<file path="src/rtl/heart_manager.sv">
// Player-health controller: heart count, post-hit invincibility with blink, death sequencing.
// Optional HEART_REGEN_EN builds a frame-based heart regeneration counter.
module heart_manager #(
  parameter int unsigned MAX_HEART    = 3,
  parameter int unsigned INV_FRAMES   = 60,
  parameter int unsigned BLINK_FRAMES = 8,
  parameter int unsigned DEATH_FRAMES = 120,
  parameter int unsigned REGEN_FRAMES = 600
) (
  input  logic       clk,
  input  logic       rst_n,
  input  logic       frame_tick,
  input  logic       hit,
  input  logic       heal,
  input  logic       restart,
  output logic [1:0] num_heart,
  output logic       invincible,
  output logic       blink,
  output logic       dying,
  output logic       game_over
);

  localparam int unsigned CNT_TOP = (INV_FRAMES > DEATH_FRAMES) ? INV_FRAMES : DEATH_FRAMES;
  localparam int unsigned CW      = $clog2(CNT_TOP + 1);
  localparam int unsigned PW      = (BLINK_FRAMES > 1) ? $clog2(BLINK_FRAMES) : 1;

  localparam logic [CW-1:0] INV_LD = CW'(INV_FRAMES);
  localparam logic [CW-1:0] DIE_LD = CW'(DEATH_FRAMES);
  localparam logic [CW-1:0] CNT_ONE = CW'(1);
  localparam logic [PW-1:0] PH_LD  = PW'(INV_FRAMES % BLINK_FRAMES);
  localparam logic [PW-1:0] PH_TOP = PW'(BLINK_FRAMES - 1);
  localparam logic [1:0]    MAXH   = 2'(MAX_HEART);

  if (MAX_HEART < 1 || MAX_HEART > 3 || INV_FRAMES < 1 || BLINK_FRAMES < 1 ||
      DEATH_FRAMES < 1 || REGEN_FRAMES < 1) begin : g_param_check
    $error("heart_manager: parameter out of range");
  end

  typedef enum logic [1:0] {ALIVE, INVULN, DYING, GAME_OVER} state_e;

  state_e        state_q, state_d;
  logic [1:0]    heart_q, heart_d;
  logic [CW-1:0] cnt_q, cnt_d;
  logic [PW-1:0] ph_q, ph_d;
  logic          blink_q, blink_d;
  logic          inv_q, dying_q, go_q;

  logic [1:0]    heart_inc;
  logic [CW-1:0] cnt_dec;
  logic [PW-1:0] ph_dec;
  logic          add_heart;

`ifdef HEART_REGEN_EN
  localparam int unsigned RW = (REGEN_FRAMES > 1) ? $clog2(REGEN_FRAMES) : 1;
  localparam logic [RW-1:0] REGEN_LAST = RW'(REGEN_FRAMES - 1);

  logic [RW-1:0] regen_q, regen_d;
  logic          regen_step;

  // Counts only while ALIVE and below max; a wrap to REGEN_LAST is one heart.
  always_comb begin
    regen_d    = regen_q;
    regen_step = 1'b0;
    if (state_q == ALIVE && frame_tick && heart_q != 2'd0 && heart_q < MAXH) begin
      if (regen_q == REGEN_LAST) begin
        regen_step = 1'b1;
        regen_d    = '0;
      end else begin
        regen_d = regen_q + RW'(1);
      end
    end
    if (restart || hit || state_d != ALIVE || heart_d == MAXH) regen_d = '0;
  end

  always_ff @(posedge clk or negedge rst_n) begin
    if (!rst_n) regen_q <= '0;
    else        regen_q <= regen_d;
  end
`else
  logic regen_step;
  assign regen_step = 1'b0;
`endif

  assign heart_inc = (heart_q < MAXH) ? heart_q + 2'd1 : heart_q;
  assign cnt_dec   = (cnt_q != '0) ? cnt_q - CNT_ONE : '0;
  // ph tracks cnt modulo BLINK_FRAMES without a divider.
  assign ph_dec    = (ph_q == '0) ? PH_TOP : ph_q - PW'(1);
  assign add_heart = heal | regen_step;

  always_comb begin
    state_d = state_q;
    heart_d = heart_q;
    cnt_d   = cnt_q;
    ph_d    = ph_q;
    blink_d = blink_q;

    if (restart) begin
      state_d = ALIVE;
      heart_d = MAXH;
      cnt_d   = '0;
      ph_d    = '0;
      blink_d = 1'b0;
    end else begin
      unique case (state_q)
        ALIVE: begin
          if (hit) begin
            if (heart_q > 2'd1) begin
              heart_d = heart_q - 2'd1;
              cnt_d   = INV_LD;
              ph_d    = PH_LD;
              blink_d = 1'b1;
              state_d = INVULN;
            end else begin
              heart_d = 2'd0;
              cnt_d   = DIE_LD;
              state_d = DYING;
            end
          end else if (add_heart) begin
            heart_d = heart_inc;
          end
        end
        INVULN: begin
          if (heal) heart_d = heart_inc;
          if (frame_tick) begin
            if (cnt_q <= CNT_ONE) begin
              cnt_d   = '0;
              ph_d    = '0;
              blink_d = 1'b0;
              state_d = ALIVE;
            end else begin
              cnt_d = cnt_dec;
              ph_d  = ph_dec;
              if (ph_dec == '0) blink_d = ~blink_q;
            end
          end
        end
        DYING: begin
          if (frame_tick) begin
            cnt_d = cnt_dec;
            if (cnt_q <= CNT_ONE) state_d = GAME_OVER;
          end
        end
        GAME_OVER: begin
          heart_d = 2'd0;
        end
        default: state_d = ALIVE;
      endcase
    end
  end

  always_ff @(posedge clk or negedge rst_n) begin
    if (!rst_n) begin
      state_q <= ALIVE;
      heart_q <= MAXH;
      cnt_q   <= '0;
      ph_q    <= '0;
      blink_q <= 1'b0;
      inv_q   <= 1'b0;
      dying_q <= 1'b0;
      go_q    <= 1'b0;
    end else begin
      state_q <= state_d;
      heart_q <= heart_d;
      cnt_q   <= cnt_d;
      ph_q    <= ph_d;
      blink_q <= blink_d;
      inv_q   <= (state_d == INVULN);
      dying_q <= (state_d == DYING);
      go_q    <= (state_d == GAME_OVER);
    end
  end

  assign num_heart  = heart_q;
  assign invincible = inv_q;
  assign blink      = blink_q;
  assign dying      = dying_q;
  assign game_over  = go_q;

endmodule

</file>
<file path="config.mk">
export PLATFORM = sky130hd
export DESIGN_NAME = heart_manager
export DESIGN_NICKNAME = d
export VERILOG_FILES = /design/src/rtl/heart_manager.sv
export SDC_FILE = /design/constraint.sdc
export NUM_CORES = 1
export LEC_CHECK = 0
export BUFFER_PORTS_ARGS = -buffer_cell sky130_fd_sc_hd__buf_2
export CAP_MARGIN = 20
export CORE_UTILIZATION = 43
export DETAILED_ROUTE_END_ITERATION = 7
export PLACE_DENSITY_LB_ADDON = 0.05
export REMOVE_ABC_BUFFERS = 1
export SLEW_MARGIN = 20
export SYNTH_ARGS = -nofsm -noshare
export SYNTH_HDL_FRONTEND = slang
export SYNTH_SLANG_ARGS = --single-unit
</file>
<file path="constraint.sdc">
create_clock -name clk -period 1.95 [get_ports clk]
set_input_delay 0.195 -clock clk [delete_from_list [all_inputs] [get_ports clk]]
set_output_delay 0.195 -clock clk [all_outputs]
set_load 0.05 [all_outputs]
</file>
==> flow_summary.ini, run 1 <==
[status]
status = finished clean

[critical_path]
crit_fanout = 9
rrSetupSlack_ps = 160
crit_chain = ha_1, o21bai_1, a221oi_1, nand3_1, a311oi_1
r2r_start = cnt_q[0]
rr_endpoint = cnt_q[4]
crit_end = cnt_q[4]
critPathLaunch = cnt_q[0]
rr_worst_depth = 5
cpMaxStageDelayCell = dfrtp_1
endpoint_kind = flip-flop
cp_num_buf_inv = 0
crit_path_start_kind = flip-flop
critical_path.top_delay_family = compound AO/OA/AOI/OAI gates
critical_path_cell_count = 5
cp.required_ps = 2160
crit_arrival_ps = 2000
critPathMaxStageDelay_ps = 500
worstSetupPathType = reg -> reg

[yosys]
yosysSeqAreaShare_pct = 33.30
synth_cell_types = 48
synth_seq_cells = 18
synth-edff-count = 0
yosysTopAreaCellShare_pct = 29.44
synth_area_sq_um = 1360
synth_top_cell_by_area = dfrtp_1
yosys_warnings = 0
async_flop_share_pct = 100.0
yosys-top-cells-count = dfrtp_1 (16), inv_1 (13), nor2_1 (13)
synth_ff_type = dfrtp_1
synth.area.top_cells = dfrtp_1 (29%), ha_1 (10%), dfstp_2 (3.9%), inv_1 (3.6%), nor2_1 (3.6%)
synth_most_common_cell = dfrtp_1
syn_area_per_cell_sq_um = 8.775
synth_cells = 155

[route]
post-route-drc-count = 0
avgViaCountPerCell = 5.813
ant_nets = 0
drtIter0Drc = 76
drtPass1Iterations = 4
wl_per_cell_um = 15.02
num_vias = 1244
totalWireLength_mm = 3.214

[clock_network]
cts_tree = built
root_buffer = clkbuf_4
numCtsBuffers = 3
clk_pin_slew_ps = 110
cts_max_level = 1
cts_buffer_depth = 2
worstSkewPairLatency_ps = 300
clock-sinks = 18

[global_route]
track_usage_pct = 20.23
grt_pass1_vias = 1128
grt_max_degree = 19
grt_overflow = 0
grt_pass1_wl_mm = 5.209
antenna_found_initial = 0

[timing]
rsz0062_at_grt = false
period_needed_ps = 1786
fmax_mhz = 559.9
fin_crit_sh_pct = 91.59
final-setup-viol-count = 0
drv_slew = 0
tns_ps = 0
worst_pin_slew_ps = 523.9
relSlewSlack_pct = 64.95
clock_skew_ps = 0.9150
hold_viol = 0

[finish]
layout-drive-gt1-share_pct = 20.59
areaGrowthSynthToFinish_pct = 12.88
stdcell_count = 214
fillers = 292
regArea_sq_um = 454.2
nets = 189
multi_input_area_sq_um = 837.1
antenna_cells = 0

[hold_path]
hold_class = in -> reg
hold_depth = 2

[floorplan]
core_sq_um = 3028
dieArea_sq_um = 3392
die_x_um = 58.24
start_util_pct = 44.92
dieHeight_um = 58.24
ios = 12
rows = 20

[placement]
dpl.hpwl_mm = 2.319
dp.cells = 210
place_congestion = 0.9158
io_buffers = 11

[power]
p_leak_uw = 0.0006383
ir_drop_mv = 0.6757
power.density_nw_per_um2 = 1454

[flow_run]
maxCapViolations = 0
[worst min-delay path by stage]
| stage | from | end |
|---|---|---|
| after floorplan | rst_n | blink |
| after global placement | rst_n | cnt_q[5] |
| after detailed placement | rst_n | cnt_q[5] |
| after CTS | restart | cnt_q[3] |
| after global routing | restart | cnt_q[1] |
| final | restart | cnt_q[1] |
[flip-flops by register name (all words and copies together) (netlist names)]
name        flops
ph_q            3
dying           1
blink           1
game_over       1
num_heart       2
state_q         2
cnt_q           7
invincible      1
[kinds of logic (layout without fill, tap and decap cells)]
group	count (synthesis)	after routing	synth area share [%]
AOI/OAI and AO/OA	54	54	28.80
adders and majority gates	11	11	10.12
buffers and inverters	20	35	6.532
DFF	18	18	33.30
muxes	4	4	3.128
and+or+nand+nor	48	48	18.13
[cell type report]
cell class	instances	area share [%]
inverter	13	3.178
timing repair buffer	19	7.661
clock buffer	3	1.467
tap	44	3.586
multi-input combinational	117	54.52
sequential	18	29.58
[cell usage in the layout, fill, tap and decap left out, drive strengths merged, types with 5 or more instances in the layout]
cell type  instances
nand2             10
inv               13
a21oi              6
ha                11
nor3               7
o21ai              8
nor2              13
buf               18
dfrtp             16
o211ai             5
[per-layer routing]
metal  GRT usage [%]  routed length (um)  vias up
met5               0                   0        -
met4           9.864                  64        0
met3           2.009                 171        7
met2           30.71                1439       34
met1           28.73                1539      585
li1                -                   -      618
[repair_timing]
item	in CTS	in global routing
gates cloned	0	0
hold endpoints to repair	16	0
setup buffers	0	0
hold buffers	1	0
resized for setup	1	5
endpoints found under the setup margin	1	6
[where the power goes]
| part | internal (uW) | leakage [uW] | switching (uW) | total [uW] |
|---|---|---|---|---|
| Clock | 72.2 | 0.0000138 | 126 | 199 |
| Combinational | 550 | 0.000392 | 840 | 1390 |
| Sequential | 508 | 0.000232 | 135 | 643 |
| Total | 1130 | 0.000638 | 1100 | 2230 |
[through the flow]
stage / instance area (sq um) / hold slack (ps) / power, uW / util, % / setup WS (ps)
after floorplan: 1320 / -100.6 / 1602 / - / 202.4
after global placement: 1483 / 156.7 / 1972 / 48.97 / 113.2
after detailed placement: 1483 / 168.1 / 1978 / 48.97 / 27.13
after CTS: 1518 / 264.1 / 2196 / 50.12 / 68.95
after global routing: 1535 / 287.0 / 2389 / 50.70 / 13.51
final: 1535 / 284.0 / 2232 / 50.70 / 164.1
No activity file was read; power rests on OpenSTA's default activity.
==> run 2: changes to the inputs <==
- MAX_ROUTING_LAYER: default -> met4
==> run 2 against run 1 <==
Effect of this change: clock power decreased by 4%; sequential cell count unchanged; fmax decreased by 3.3%; worst setup slack got worse by 62 ps; via count unchanged; combinational power about the same; register-to-register slack got worse by 60 ps; critical path type unchanged; critical endpoint is now blink; highest routed layer unchanged.
==> flow_summary.ini, run 2 (synthesis results as in run 1) <==
[placement]
io_buffers = 11
dpl.hpwl_mm = 2.352
place_congestion = 0.9081
post-place-ws_ps = 27.15
dp.cells = 210

[route]
wl_per_cell_um = 14.84
num_vias = 1244
avgViaCountPerCell = 5.813
drtIter0Drc = 41
ant_nets = 0
post-route-drc-count = 0
totalWireLength_mm = 3.176
drtPass1Iterations = 4

[clock_network]
clk_pin_slew_ps = 110
worstSkewPairLatency_ps = 290
cts_max_level = 1
cts_tree = built
cts_setup_buffers = 0
cts_buffer_depth = 2
clock-sinks = 18
numCtsBuffers = 3
root_buffer = clkbuf_4

[critical_path]
rr_worst_depth = 7
cp.required_ps = 2150
crit_arrival_ps = 2050
worstSetupPathType = reg -> reg
endpoint_kind = flip-flop
crit_fanout = 8
crit_path_start_kind = flip-flop

[global_route]
grt_max_degree = 19
track_usage_pct = 21.12
grt_overflow = 0
antenna_found_initial = 0
grt_pass1_wl_mm = 5.319
grt_pass1_vias = 1201

[floorplan]
start_util_pct = 44.92
rows = 20
dieArea_sq_um = 3392
die_x_um = 58.24
dieHeight_um = 58.24
core_sq_um = 3028
ios = 12

[timing]
worst_pin_slew_ps = 530.7
clock_skew_ps = 7.223
hold_viol = 0
relSlewSlack_pct = 64.49
period_needed_ps = 1848
rsz0062_at_grt = false
drv_slew = 0
final-setup-viol-count = 0
tns_ps = 0
fin_crit_sh_pct = 94.76
fmax_mhz = 541.2
worst_slack_ps = 102.2

[finish]
antenna_cells = 0
areaGrowthSynthToFinish_pct = 12.70
largest_register = cnt_q
mostFrequentLayoutCells = dfrtp_1 (15), inv_1 (13), nor2_1 (13)
reg_top3 = cnt_q: 7 flops, ph_q: 3 flops
nets = 189
fillers = 294
final_common_cell = dfrtp_1
stdcell_count = 214
layout-drive-gt1-share_pct = 20.00
largest_reg_flops = 7

[hold_path]
hold_depth = 2
hold_class = in -> reg

[flow_run]
maxCapViolations = 0

[power]
ir_drop_mv = 0.7103
power.density_nw_per_um2 = 1451
p_leak_uw = 0.0006406
total_power_uw = 2223

[status]
status = finished clean
## run 2: cell counts in the layout (fill, tap and decap cells not counted)
No cell type changed its count.
## run 2: area by class of cell
type / count / area (sq um) / share of cell area (%)
multi-input cells: 117 / 834.6 / 54.45
repair buffers: 19 / 117.6 / 7.673
flip-flops and latches: 18 / 454.2 / 29.63
clock buffers: 3 / 22.52 / 1.469
inverters: 13 / 48.80 / 3.184
well taps: 44 / 55.05 / 3.592
## run 2: power breakdown
part / total, uW / switching [uW] / internal, uW
registers: 642 / 134 / 508
clock network: 191 / 119 / 71.9
logic: 1390 / 840 / 550
total: 2220 / 1090 / 1130
## run 2: through the flow
stage	util, %	cell area [sq um]	hold slack [ps]
after floorplan	-	1320	-100.6
after global placement	48.97	1483	157.3
after detailed placement	48.97	1483	161.5
after CTS	50.04	1515	276.1
after global routing	50.62	1533	301.9
final	50.62	1533	292.8
## run 2: final timing paths
check,startpoint,to,slack (ps)
worst max-delay path,state_q[1],blink,100
worst min-delay path,restart,cnt_q[1],290
max in group asynchronous,rst_n,num_heart[0],1260
min in group asynchronous,rst_n,cnt_q[5],350
worst max register to register,state_q[1],blink,100
worst min register to register,num_heart[0],num_heart[0],500
## run 2: per-layer routing
layer	global-route usage, %	routed length (um)	up-vias
met5	-	0	-
met4	7.823	15	0
met3	2.009	123	2
met2	33.17	1449	29
met1	28.27	1587	599
li1	-	-	614
## run 2: repair_timing
action                                  4_1_cts  5_1_grt
gates resized for setup                       0        6
endpoints found under the setup margin        0        8
hold buffers                                  1        0
hold endpoints to repair                     16        0
## run 2: critical path: stages (launching register included)
cell	delay [ps]
dfrtp_1	430
inv_1	150
ha_1	320
buf_4	180
mux2i_1	180
o21a_2	210
nor2_1	70
a22o_1	220
